**src/rtl/dmem_port_arbiter.sv**
```systemverilog
// dmem_port_arbiter: shares the single data-memory port between the MEM stage (priority) and a debug master.
// Build option: define DMEM_ARB_DBG_WRITE_EN to let debug writes reach memory; otherwise debug is read-only.
module dmem_port_arbiter #(
   parameter int XLEN         = 32,
   parameter int ADDR_W       = 32,
   parameter int STARVE_LIMIT = 4
) (
   input  logic                i_clk,
   input  logic                i_rst,
   input  logic                i_cpu_req,
   input  logic                i_cpu_we,
   input  logic [ADDR_W-1:0]   i_cpu_addr,
   input  logic [XLEN-1:0]     i_cpu_wdata,
   input  logic [XLEN/8-1:0]   i_cpu_be,
   output logic                o_cpu_stall,
   output logic                o_cpu_rvalid,
   output logic [XLEN-1:0]     o_cpu_rdata,
   input  logic                i_dbg_req,
   input  logic                i_dbg_we,
   input  logic [ADDR_W-1:0]   i_dbg_addr,
   input  logic [XLEN-1:0]     i_dbg_wdata,
   output logic                o_dbg_gnt,
   output logic                o_dbg_rvalid,
   output logic [XLEN-1:0]     o_dbg_rdata,
   output logic                o_dbg_err,
   output logic                o_mem_en,
   output logic                o_mem_we,
   output logic [ADDR_W-1:0]   o_mem_addr,
   output logic [XLEN-1:0]     o_mem_wdata,
   output logic [XLEN/8-1:0]   o_mem_be,
   input  logic [XLEN-1:0]     i_mem_rdata
);

   localparam int BE_W  = XLEN / 8;
   // A zero limit still needs a 1-bit counter; it simply never leaves zero.
   localparam int CNT_W = (STARVE_LIMIT < 1) ? 1 : $clog2(STARVE_LIMIT + 1);
   localparam logic [CNT_W-1:0] LIMIT = CNT_W'(STARVE_LIMIT);

   localparam logic OWNER_CPU = 1'b0;
   localparam logic OWNER_DBG = 1'b1;

`ifdef DMEM_ARB_DBG_WRITE_EN
   localparam logic DBG_WRITE_OK = 1'b1;
`else
   localparam logic DBG_WRITE_OK = 1'b0;
`endif

   logic [CNT_W-1:0] wait_cnt_q, wait_cnt_d;
   logic             pending_q, pending_d;
   logic             tag_q, tag_d;
   logic             dbg_err_q, dbg_err_d;
   logic [XLEN-1:0]  cpu_rdata_q, cpu_rdata_d;
   logic [XLEN-1:0]  dbg_rdata_q, dbg_rdata_d;

   logic dbg_win;
   logic dbg_wr_block;
   logic rd_accept;

   always_comb begin
      dbg_win      = i_dbg_req & (~i_cpu_req | (wait_cnt_q == LIMIT));
      dbg_wr_block = dbg_win & i_dbg_we & ~DBG_WRITE_OK;
      o_dbg_gnt    = dbg_win;
      o_cpu_stall  = i_cpu_req & dbg_win;
   end

   // A rejected debug write is granted but must not touch memory.
   always_comb begin
      o_mem_en = (i_cpu_req | i_dbg_req) & ~dbg_wr_block;
      if (dbg_win) begin
         o_mem_we    = i_dbg_we & DBG_WRITE_OK;
         o_mem_addr  = i_dbg_addr;
         o_mem_wdata = i_dbg_wdata;
         o_mem_be    = {BE_W{1'b1}};
      end else begin
         o_mem_we    = i_cpu_we;
         o_mem_addr  = i_cpu_addr;
         o_mem_wdata = i_cpu_wdata;
         o_mem_be    = i_cpu_be;
      end
      rd_accept = o_mem_en & ~o_mem_we;
   end

   always_comb begin
      wait_cnt_d = wait_cnt_q;
      if (!i_dbg_req || dbg_win) begin
         wait_cnt_d = '0;
      end else if (wait_cnt_q != LIMIT) begin
         wait_cnt_d = wait_cnt_q + CNT_W'(1);
      end
   end

   always_comb begin
      pending_d = rd_accept;
      tag_d     = tag_q;
      if (rd_accept) begin
         tag_d = dbg_win ? OWNER_DBG : OWNER_CPU;
      end
      dbg_err_d = dbg_wr_block;
   end

   // Returning read data goes straight to its owner; the other side keeps its last value.
   always_comb begin
      o_cpu_rvalid = pending_q & (tag_q == OWNER_CPU);
      o_dbg_rvalid = pending_q & (tag_q == OWNER_DBG);
      cpu_rdata_d  = o_cpu_rvalid ? i_mem_rdata : cpu_rdata_q;
      dbg_rdata_d  = o_dbg_rvalid ? i_mem_rdata : dbg_rdata_q;
      o_cpu_rdata  = cpu_rdata_d;
      o_dbg_rdata  = dbg_rdata_d;
      o_dbg_err    = dbg_err_q;
   end

   always_ff @(posedge i_clk or posedge i_rst) begin
      if (i_rst) begin
         wait_cnt_q  <= '0;
         pending_q   <= 1'b0;
         tag_q       <= OWNER_CPU;
         dbg_err_q   <= 1'b0;
         cpu_rdata_q <= '0;
         dbg_rdata_q <= '0;
      end else begin
         wait_cnt_q  <= wait_cnt_d;
         pending_q   <= pending_d;
         tag_q       <= tag_d;
         dbg_err_q   <= dbg_err_d;
         cpu_rdata_q <= cpu_rdata_d;
         dbg_rdata_q <= dbg_rdata_d;
      end
   end

endmodule

```
**config.mk**
```make
export PLATFORM = sky130hd
export DESIGN_NAME = dmem_port_arbiter
export DESIGN_NICKNAME = d
export VERILOG_FILES = /design/src/rtl/dmem_port_arbiter.sv
export SDC_FILE = /design/constraint.sdc
export NUM_CORES = 1
export LEC_CHECK = 0
export ABC_AREA = 1
export BUFFER_PORTS_ARGS = -buffer_cell sky130_fd_sc_hd__buf_4
export CAP_MARGIN = 10
export CORE_AREA = 2 2 120 122
export CTS_BUF_LIST = sky130_fd_sc_hd__clkbuf_2 sky130_fd_sc_hd__clkbuf_4 sky130_fd_sc_hd__clkbuf_8
export CTS_CLUSTER_DIAMETER = 30
export CTS_CLUSTER_SIZE = 12
export DETAILED_ROUTE_END_ITERATION = 10
export DIE_AREA = 0 0 122 124
export PLACE_DENSITY = 0.55
export SLEW_MARGIN = 10
export SYNTH_ARGS = -nofsm -noshare
export SYNTH_HDL_FRONTEND = slang
export SYNTH_SLANG_ARGS = --single-unit
```
**constraint.sdc**
```tcl
create_clock -name i_clk -period 3.4 [get_ports i_clk]
set_input_delay 0.68 -clock i_clk [delete_from_list [all_inputs] [get_ports i_clk]]
set_output_delay 0.68 -clock i_clk [all_outputs]
set_load 0.005 [all_outputs]
```
==> results of run 1 <==
-- final cells by class --
class	count	share of cell area (%)
Inverter	45	2.79
Multi-Input combinational cell	344	23.4
Tap cell	180	3.67
Clock buffer	9	2.02
Sequential cell	70	28.5
Clock inverter	7	1.06
Timing Repair Buffer	312	38.5
-- flip-flops by register name (all words and copies together), names as in the netlist --
signal       flops
cpu_rdata_q     32
tag_q            1
o_dbg_err        1
dbg_rdata_q     32
pending_q        1
wait_cnt_q       3
-- metrics by stage --
step	utilization [%]	total power, mW	instances
floorplan	-	1.49	486
global placement	43.4	2.19	951
detailed placement	43.4	2.21	951
CTS	44.8	2.86	967
global route	44.8	3.01	967
finish	44.8	2.82	967
-- logic make-up (layout without fill, tap and decap cells) --
kind of cell | after synthesis | count (layout) | share of synthesized area, %
AOI/OAI and AO/OA | 64 | 64 | 9.03
xor gates and xnor gates | 1 | 1 | 0.247
adders and majority gates | 2 | 2 | 0.705
buffers and inverters | 72 | 373 | 10.2
DFF | 70 | 70 | 49.4
and+or+nand+nor | 277 | 277 | 30.5
-- path summary, 6_finish.rpt --
| check | cells after the start | start | endpoint |
|---|---|---|---|
| max | 9 | wait_cnt_q[0]$_DFFE_PP0P_ | o_mem_addr[9] |
| min | 1 | wait_cnt_q[0]$_DFFE_PP0P_ | wait_cnt_q[0]$_DFFE_PP0P_ |
| max reg2reg | 10 | wait_cnt_q[0]$_DFFE_PP0P_ | tag_q$_DFFE_PP0P_ |
| min reg2reg | 1 | wait_cnt_q[0]$_DFFE_PP0P_ | wait_cnt_q[0]$_DFFE_PP0P_ |
| max in group asynchronous | 3 | i_rst | dbg_rdata_q[4]$_DFF_PP0_ |
| min in group asynchronous | 2 | i_rst | dbg_rdata_q[8]$_DFF_PP0_ |
-- report_power, final --
part           switching (mW)  total [mW]  internal (mW)
sequential             0.0556        1.10           1.04
clock                   0.307       0.640          0.333
combinational           0.510        1.08          0.570
-- cells in the mapped netlist, drive strengths merged, types with 2 or more instances --
library cell | number | area [sq um]
nand2 | 266 | 1010
dfrtp | 70 | 1750
o21ai | 64 | 320
inv | 45 | 171
buf | 22 | 169
clkbuf | 5 | 20.0
or2 | 5 | 31.3
ha | 2 | 25.0
nand3 | 2 | 15.0
nor3 | 2 | 10.0
-- per-layer routing --
metal	GRT usage, %	share of wire [%]	vias up
met3	6.32	9.2	16
met5	0	0.15	-
met1	24.5	42	1881
li1	-	-	2057
met4	4.09	0.95	4
met2	33.2	48	195
-- critical path: cells and delay by family, from the launching register on --
family,cells,cell delay (ns)
flip-flops,1,0.37
buffers and inverters,3,0.72
adder cells (fa/ha/maj),1,0.19
AND/OR/NAND/NOR,5,0.64
==> flow_metrics.tcl, run 1 <==
set metrics [dict create \
    mappedNetlistArea_sq_um 3550 \
    synth_cells 486 \
    global_route_wire_length_before_repair_um 22200 \
    final_nets 954 \
    detail_route.wirelength_um 15400 \
    buffers_from_clock_root_to_sink_at_most 2 \
    synth_warnings 0 \
    outcome "complete, no violations" \
    detailedRoute.firstPassIterationCount 5 \
    filler_cell_count 1380 \
    cts-buffers-inserted 9 \
    fin_crit_sh_pct 88.1 \
    synth_enable_flop_cells 0 \
    crit_path_max_incr_delay_ns 0.50 \
    row_count 43 \
    report.final.slew_viol_count 0 \
    dp_hpwl_um 12800 \
    fin_area_sq_um 6140 \
    drt_first_iter_violations 225 \
    final.min_clock_period_ns 3.00 \
    hp-class "reg2reg" \
    cts_tree "done" \
    critPathRequiredTime_ns 2.72 \
    max_cap_violations 0 \
    vdd.ir_drop.worst_mv 0.235 \
    globalplace.congestion 0.939 \
    grt_max_degree 72 \
    ys_async_sr_fraction_pct 100 \
    port_buffers 308 \
    hold_buffers 0 \
    power.leakage_nw 3.60 \
    crit_top_cell "sky130_fd_sc_hd__nand2_1" \
    totalNegativeSetupSlack_ns 0 \
    synth_sequential_area_ratio_pct 49.4 \
    setup_viol 0 \
    tightest_slew_ns 0.832 \
    syn_to_final_growth_pct 73.2 \
    number_of_global_route_vias_before_repair 3982 \
    syn-mean-instance-area_sq_um 7.30 \
    antenna_violation_net_count_after_detailed_routing 0 \
    seqCellArea_sq_um 1750 \
    timing.critical_path.fanout_max 65 \
    clockRootBuffer "sky130_fd_sc_hd__clkbuf_8" \
    cp_max_delay_cell "sky130_fd_sc_hd__buf_4" \
    clock.fmax_ghz 0.334 \
    coreArea_sq_um 13700 \
    dieHeight_um 124 \
    route.vias.total 4153 \
    regToRegSetupSlack_ns 1.60 \
    overflow 0 \
    multi_input_area_sq_um 1440 \
    clk_pin_slew_ns 0.06 \
    worst_hold_slack_ns 0.467 \
    antenna_cells_inserted 0 \
    max_slew_margin_pct 44.4 \
    cts.sink_count 70 \
    post_route_cells_drive_above_1_share_pct 43.1 \
    floorplan.die_area_sq_um 15100 \
    crit_type "reg2out" \
    boundaryPins 309 \
    effective_utilization_at_floorplan_pct 25.9 \
    hold_viol 0 \
    timing.critical_path.cells "inv_1 -> ha_1 -> nand2_1 -> nand2_2 -> nand2_4 -> buf_4 -> nand2_1 -> nand2_1 -> buf_4" \
    cts_repair_resize_count 0 \
    ys_seq_elements 70 \
    grt_util_all_layers_pct 19.6 \
    number_of_antenna_violations_at_the_first_check_in_global_routing 2 \
    critical_path_arrival_ns 2.32 \
    skew_ns 0.0109 \
    detail_route.drc_violations 0 \
    wl_per_cell_um 16.0 \
    timing.critical_path.from_type "flip-flop" \
    postCtsSetupBuffers 0 \
    clock_insertion_delay_worst_skew_ns 0.34 \
    synth_fp_nets 658 \
    cp_capture_type "primary output" \
    h-tree-depth 3 \
    rsz0062_at_grt "false" \
    detail_route.vias_per_cell 4.29 \
    pre_cts_worst_setup_slack_ns 0.623 \
    die_w_um 122 \
    postPlaceCellArea_sq_um 5950 \
    most-common-layout-cells "sky130_fd_sc_hd__buf_4, sky130_fd_sc_hd__nand2_1, sky130_fd_sc_hd__dfrtp_1" \
    cellPowerDensity_nw_per_um2 458 \
    leading_cell_type_in_the_layout_fill_and_taps_excluded "sky130_fd_sc_hd__buf_4" \
    most_used_flip_flop_cell_after_synthesis "sky130_fd_sc_hd__dfrtp_1" \
    synth.lib_cells_used.distinct 23 \
    final.setup.worst_slack_ns 0.405 \
]
No activity file was read; power rests on OpenSTA's default activity.
==> run 2, diff against run 1 <==
==> config.mk (replaced) <==
export PLATFORM = sky130hd
export DESIGN_NAME = dmem_port_arbiter
export DESIGN_NICKNAME = d
export VERILOG_FILES = /design/src/rtl/dmem_port_arbiter.sv
export SDC_FILE = /design/constraint.sdc
export NUM_CORES = 1
export LEC_CHECK = 0
export ABC_AREA = 1
export CAP_MARGIN = 10
export CORE_AREA = 2 2 120 122
export CTS_BUF_LIST = sky130_fd_sc_hd__clkbuf_2
export CTS_CLUSTER_DIAMETER = 30
export CTS_CLUSTER_SIZE = 12
export DETAILED_ROUTE_END_ITERATION = 10
export DIE_AREA = 0 0 122 124
export DONT_BUFFER_PORTS = 1
export PLACE_DENSITY = 0.36
export SLEW_MARGIN = 10
export SYNTH_ARGS = -nofsm -noshare
export SYNTH_HDL_FRONTEND = slang
export SYNTH_SLANG_ARGS = --single-unit
==> flow_metrics.tcl, run 2 (synthesis gave the netlist of run 1 again) <==
set metrics [dict create \
    die_w_um 122 \
    floorplan.die_area_sq_um 15100 \
    boundaryPins 309 \
    dpl.cell_count 644 \
    max_cap_violations 0 \
    timing.critical_path.max_delay_family "simple AND/OR/NAND/NOR gates" \
    cts.sink_count 70 \
    fin_crit_sh_pct 85.8 \
    cellPowerDensity_nw_per_um2 558 \
    route.vias.total 3021 \
    pre_cts_worst_setup_slack_ns 1.00 \
    hp-class "in2async" \
    most-common-layout-cells "sky130_fd_sc_hd__nand2_1, sky130_fd_sc_hd__dfrtp_1, sky130_fd_sc_hd__o21ai_0" \
    vdd.ir_drop.worst_mv 0.205 \
    rsz0062_at_grt "false" \
    final_nets 647 \
    cp_capture_type "primary output" \
    skew_ns 0.0232 \
    totalNegativeSetupSlack_ns 0 \
    clk_pin_slew_ns 0.22 \
    timing.critical_path.fanout_max 65 \
    timing.critical_path.from_type "flip-flop" \
    outcome "complete, no violations" \
    worst-path-buf-inv 2 \
    clock_insertion_delay_worst_skew_ns 0.50 \
    layout_top_registers "cpu_rdata_q: 32 flops, dbg_rdata_q: 32 flops, wait_cnt_q: 3 flops" \
    final.setup.worst_slack_ns 0.483 \
    number_of_antenna_violations_at_the_first_check_in_global_routing 5 \
    grt_max_degree 72 \
    port_buffers 0 \
    clock.fmax_ghz 0.343 \
    fin_area_sq_um 3760 \
    coreArea_sq_um 13700 \
    setup_viol 0 \
    finish.cell_count_without_fillers 663 \
    number_of_global_route_vias_before_repair 2811 \
    antenna_violation_net_count_after_detailed_routing 0 \
    capture_instance_of_the_worst_register_to_register_path "tag_q$_DFFE_PP0P_" \
    power.leakage_nw 2.08 \
    buffers_from_clock_root_to_sink_at_most 2 \
    power.total_mw 2.10 \
    h-tree-depth 3 \
    detail_route.vias_per_cell 4.56 \
    leading_cell_type_in_the_layout_fill_and_taps_excluded "sky130_fd_sc_hd__nand2_1" \
    crit_path_max_incr_delay_ns 0.49 \
    globalplace.congestion 0.949 \
    grt_util_all_layers_pct 15.2 \
    postCtsSetupBuffers 0 \
    timing.critical_path.cells "inv_1 -> ha_1 -> nand2_1 -> nand2_2 -> nand2_4 -> buf_4 -> nand2_1 -> nand2_1" \
    worst_hold_slack_ns 0.0987 \
    cts_repair_resize_count 0 \
    hold_viol 0 \
    critPathRequiredTime_ns 2.72 \
    cp_max_delay_cell "sky130_fd_sc_hd__buf_4" \
    post_route_cells_drive_above_1_share_pct 6.67 \
    tightest_slew_ns 0.624 \
    crit_top_cell "sky130_fd_sc_hd__nand2_1" \
    max_slew_margin_pct 58.4 \
    critical_path_arrival_ns 2.24 \
    worst_r2r_startpoint "wait_cnt_q[0]$_DFFE_PP0P_" \
    regToRegSetupSlack_ns 1.57 \
    crit_type "reg2out" \
    clockRootBuffer "sky130_fd_sc_hd__clkbuf_2" \
    detail_route.drc_violations 0 \
    cts_tree "done" \
    dieHeight_um 124 \
    postPlaceCellArea_sq_um 3640 \
    filler_cell_count 1522 \
    global_route_wire_length_before_repair_um 16700 \
    syn_to_final_growth_pct 6.03 \
    wl_per_cell_um 18.2 \
    overflow 0 \
    final_util_pct 27.4 \
    detail_route.wirelength_um 12100 \
    hold_buffers 0 \
    drt_first_iter_violations 208 \
    effective_utilization_at_floorplan_pct 25.9 \
    detailedRoute.firstPassIterationCount 4 \
    cts-buffers-inserted 9 \
    rr_worst_depth 10 \
    report.final.slew_viol_count 0 \
    dp_hpwl_um 9650 \
    row_count 43 \
    final.min_clock_period_ns 2.92 \
]
## run 2: area by class of cell
type	count	area, sq um	share of cell area (%)
flip-flops and latches	70	1750	46.6
multi-input cells	344	1440	38.2
well taps	180	225	5.99
inverters	45	171	4.56
clock inverters	7	72.6	1.93
repair buffers	5	50.0	1.33
clock buffers	9	45.0	1.20
diodes	3	7.51	0.200
## run 2: power by group
group | switching, mW | internal, mW
Clock | 0.327 | 0.172
Combinational | 0.376 | 0.131
Sequential | 0.0551 | 1.04
Total | 0.759 | 1.34
## run 2: worst max path at each step
| stage | slack [ns] | start | end | cells past startpoint |
|---|---|---|---|---|
| detailed placement | 1.00 | i_cpu_req | o_mem_addr[3] | 5 |
| floorplan | 0.95 | i_rst | cpu_rdata_q[0]$_DFF_PP0_ | 1 |
| global placement | 1.07 | i_cpu_req | o_mem_addr[2] | 5 |
| global route | 0.21 | wait_cnt_q[0]$_DFFE_PP0P_ | o_mem_wdata[9] | 8 |
| finish | 0.48 | wait_cnt_q[0]$_DFFE_PP0P_ | o_mem_addr[3] | 8 |
| CTS | 0.36 | wait_cnt_q[0]$_DFFE_PP0P_ | o_mem_addr[3] | 8 |
## run 2: per-layer routing
layer	GRT usage (%)	vias to the layer above	wire length, um
li1	-	1461	-
met1	16.6	1353	4520
met2	24.7	182	5770
met3	7.92	21	1430
met4	6.97	4	331
met5	0	-	30
==> run 3, diff against run 2 <==
--- a/config.mk
+++ b/config.mk
@@ -7,14 +7,16 @@
 export LEC_CHECK = 0
 export ABC_AREA = 1
 export CAP_MARGIN = 10
-export CORE_AREA = 2 2 120 122
+export CELL_PAD_IN_SITES_DETAIL_PLACEMENT = 0
+export CELL_PAD_IN_SITES_GLOBAL_PLACEMENT = 1
+export CORE_AREA = 2 2 119 121
 export CTS_BUF_LIST = sky130_fd_sc_hd__clkbuf_2
 export CTS_CLUSTER_DIAMETER = 30
 export CTS_CLUSTER_SIZE = 12
 export DETAILED_ROUTE_END_ITERATION = 10
-export DIE_AREA = 0 0 122 124
+export DIE_AREA = 0 0 121 123
 export DONT_BUFFER_PORTS = 1
-export PLACE_DENSITY = 0.36
+export PLACE_DENSITY = 0.52
 export SLEW_MARGIN = 10
 export SYNTH_ARGS = -nofsm -noshare
 export SYNTH_HDL_FRONTEND = slang
==> flow_metrics.tcl, run 3 (synthesis gave the netlist of run 1 again) <==
set metrics [dict create \
    outcome "complete, no violations" \
    rsz0062_at_grt "false" \
    clock.fmax_ghz 0.329 \
    pre_cts_worst_setup_slack_ns 0.743 \
    max_cap_violations 0 \
    detail_route.drc_violations 0 \
    port_buffers 0 \
    final_util_pct 27.7 \
    cellPowerDensity_nw_per_um2 557 \
    route.vias.total 2963 \
    grt_max_degree 65 \
    postPlaceCellArea_sq_um 3640 \
    leading_cell_type_in_the_layout_fill_and_taps_excluded "sky130_fd_sc_hd__nand2_1" \
    detail_route.wirelength_um 12600 \
    detail_route.vias_per_cell 4.48 \
    post_route_cells_drive_above_1_share_pct 6.65 \
    final.min_clock_period_ns 3.04 \
    dp_hpwl_um 10000 \
    crit_top_cell "sky130_fd_sc_hd__nand2_1" \
    timing.critical_path.cells "inv_1 -> ha_1 -> nand2_1 -> nand2_2 -> nand2_4 -> inv_6 -> buf_4 -> nand2_1 -> nand2_1" \
    coreArea_sq_um 13600 \
    hold_viol 0 \
    drt_first_iter_violations 208 \
    totalNegativeSetupSlack_ns 0 \
    fin_crit_sh_pct 89.4 \
    report.final.slew_viol_count 0 \
    boundaryPins 309 \
    final.setup.worst_slack_ns 0.360 \
    vdd.ir_drop.worst_mv 0.128 \
    wl_per_cell_um 19.1 \
    skew_ns 0.0171 \
    crit_type "reg2out" \
    dieHeight_um 123 \
    number_of_global_route_vias_before_repair 2888 \
    cts-buffers-inserted 9 \
    global_route_wire_length_before_repair_um 17800 \
    antenna_violation_net_count_after_detailed_routing 0 \
    syn_to_final_growth_pct 6.17 \
    timing.critical_path.from_type "flip-flop" \
    buffers_from_clock_root_to_sink_at_most 2 \
    max_slew_margin_pct 36.4 \
    hp-class "in2async" \
    worst_hold_slack_ns 0.101 \
    tightest_slew_ns 0.952 \
    setup_viol 0 \
    fin_area_sq_um 3770 \
    final_nets 648 \
    power.leakage_nw 2.09 \
    h-tree-depth 3 \
    cts_tree "done" \
    filler_cell_count 1513 \
    effective_utilization_at_floorplan_pct 26.1 \
    timing.critical_path.fanout_max 48 \
    grt_util_all_layers_pct 16.1 \
    layout_top_registers "cpu_rdata_q: 32 flops, dbg_rdata_q: 32 flops, wait_cnt_q: 3 flops" \
    die_w_um 121 \
    cp_max_delay_cell "sky130_fd_sc_hd__dfrtp_1" \
    number_of_antenna_violations_at_the_first_check_in_global_routing 2 \
    clk_pin_slew_ns 0.21 \
    overflow 0 \
    most-common-layout-cells "sky130_fd_sc_hd__nand2_1, sky130_fd_sc_hd__dfrtp_1, sky130_fd_sc_hd__o21ai_0" \
    critical_path_arrival_ns 2.36 \
    clock_insertion_delay_worst_skew_ns 0.49 \
    cts.sink_count 70 \
    row_count 43 \
    clockRootBuffer "sky130_fd_sc_hd__clkbuf_2" \
    crit_path_max_incr_delay_ns 0.44 \
    critPathRequiredTime_ns 2.72 \
    globalplace.congestion 0.930 \
    cp_capture_type "primary output" \
    detailedRoute.firstPassIterationCount 5 \
    regToRegSetupSlack_ns 1.54 \
    floorplan.die_area_sq_um 14900 \
]
run 3: worst max-delay path, delay by kind of cell (launching register included):
family                     cells  cell delay [ns]
buffers and inverters          3             0.69
DFF                            1             0.44
adders and majority gates      1             0.13
and+or+nand+nor                5             0.62
run 3: area by class of cell:
class | instances | area [sq um] | share of cell area, %
tap | 180 | 225 | 5.98
antenna | 1 | 2.50 | 0.0664
multi-input combinational | 344 | 1440 | 38.2
timing repair buffer | 6 | 57.6 | 1.53
clock buffer | 9 | 45.0 | 1.20
inverter | 45 | 174 | 4.62
sequential | 70 | 1750 | 46.5
clock inverter | 7 | 72.6 | 1.93
run 3: layer usage:
metal | GRT usage [%] | share of wire, %
met1 | 19.4 | 40
met5 | 0 | 0.10
met2 | 25.7 | 47
met3 | 6.46 | 10
met4 | 6.76 | 3.3
run 3: path summary, 6_finish.rpt:
path | depth (start not counted) | endpoint | start
setup / recovery | 9 | o_mem_addr[22] | wait_cnt_q[0]$_DFFE_PP0P_
hold / removal | 2 | cpu_rdata_q[13]$_DFF_PP0_ | i_rst
setup reg to reg | 9 | tag_q$_DFFE_PP0P_ | wait_cnt_q[0]$_DFFE_PP0P_
hold reg to reg | 1 | wait_cnt_q[0]$_DFFE_PP0P_ | wait_cnt_q[0]$_DFFE_PP0P_
max in group asynchronous | 2 | dbg_rdata_q[22]$_DFF_PP0_ | i_rst
min in group i_clk | 2 | wait_cnt_q[0]$_DFFE_PP0P_ | i_dbg_req
run 3: repair_timing:
action | in CTS | in global routing
resized for setup | 0 | 1
setup endpoints to repair | 0 | 2
setup buffers | 0 | 0
hold buffers | 0 | 0
run 3: metrics by stage:
step / power [mW] / cells
floorplan: 1.49 / 486
global placement: 1.63 / 645
detailed placement: 1.64 / 645
CTS: 2.15 / 661
global route: 2.27 / 662
finish: 2.10 / 662
run 3: report_power, final:
group	total (mW)	leakage (nW)	internal (mW)	switching, mW
Sequential	1.09	0.864	1.04	0.0532
Combinational	0.514	1.16	0.131	0.383
Clock	0.494	0.0699	0.171	0.323
Total	2.10	2.09	1.34	0.759
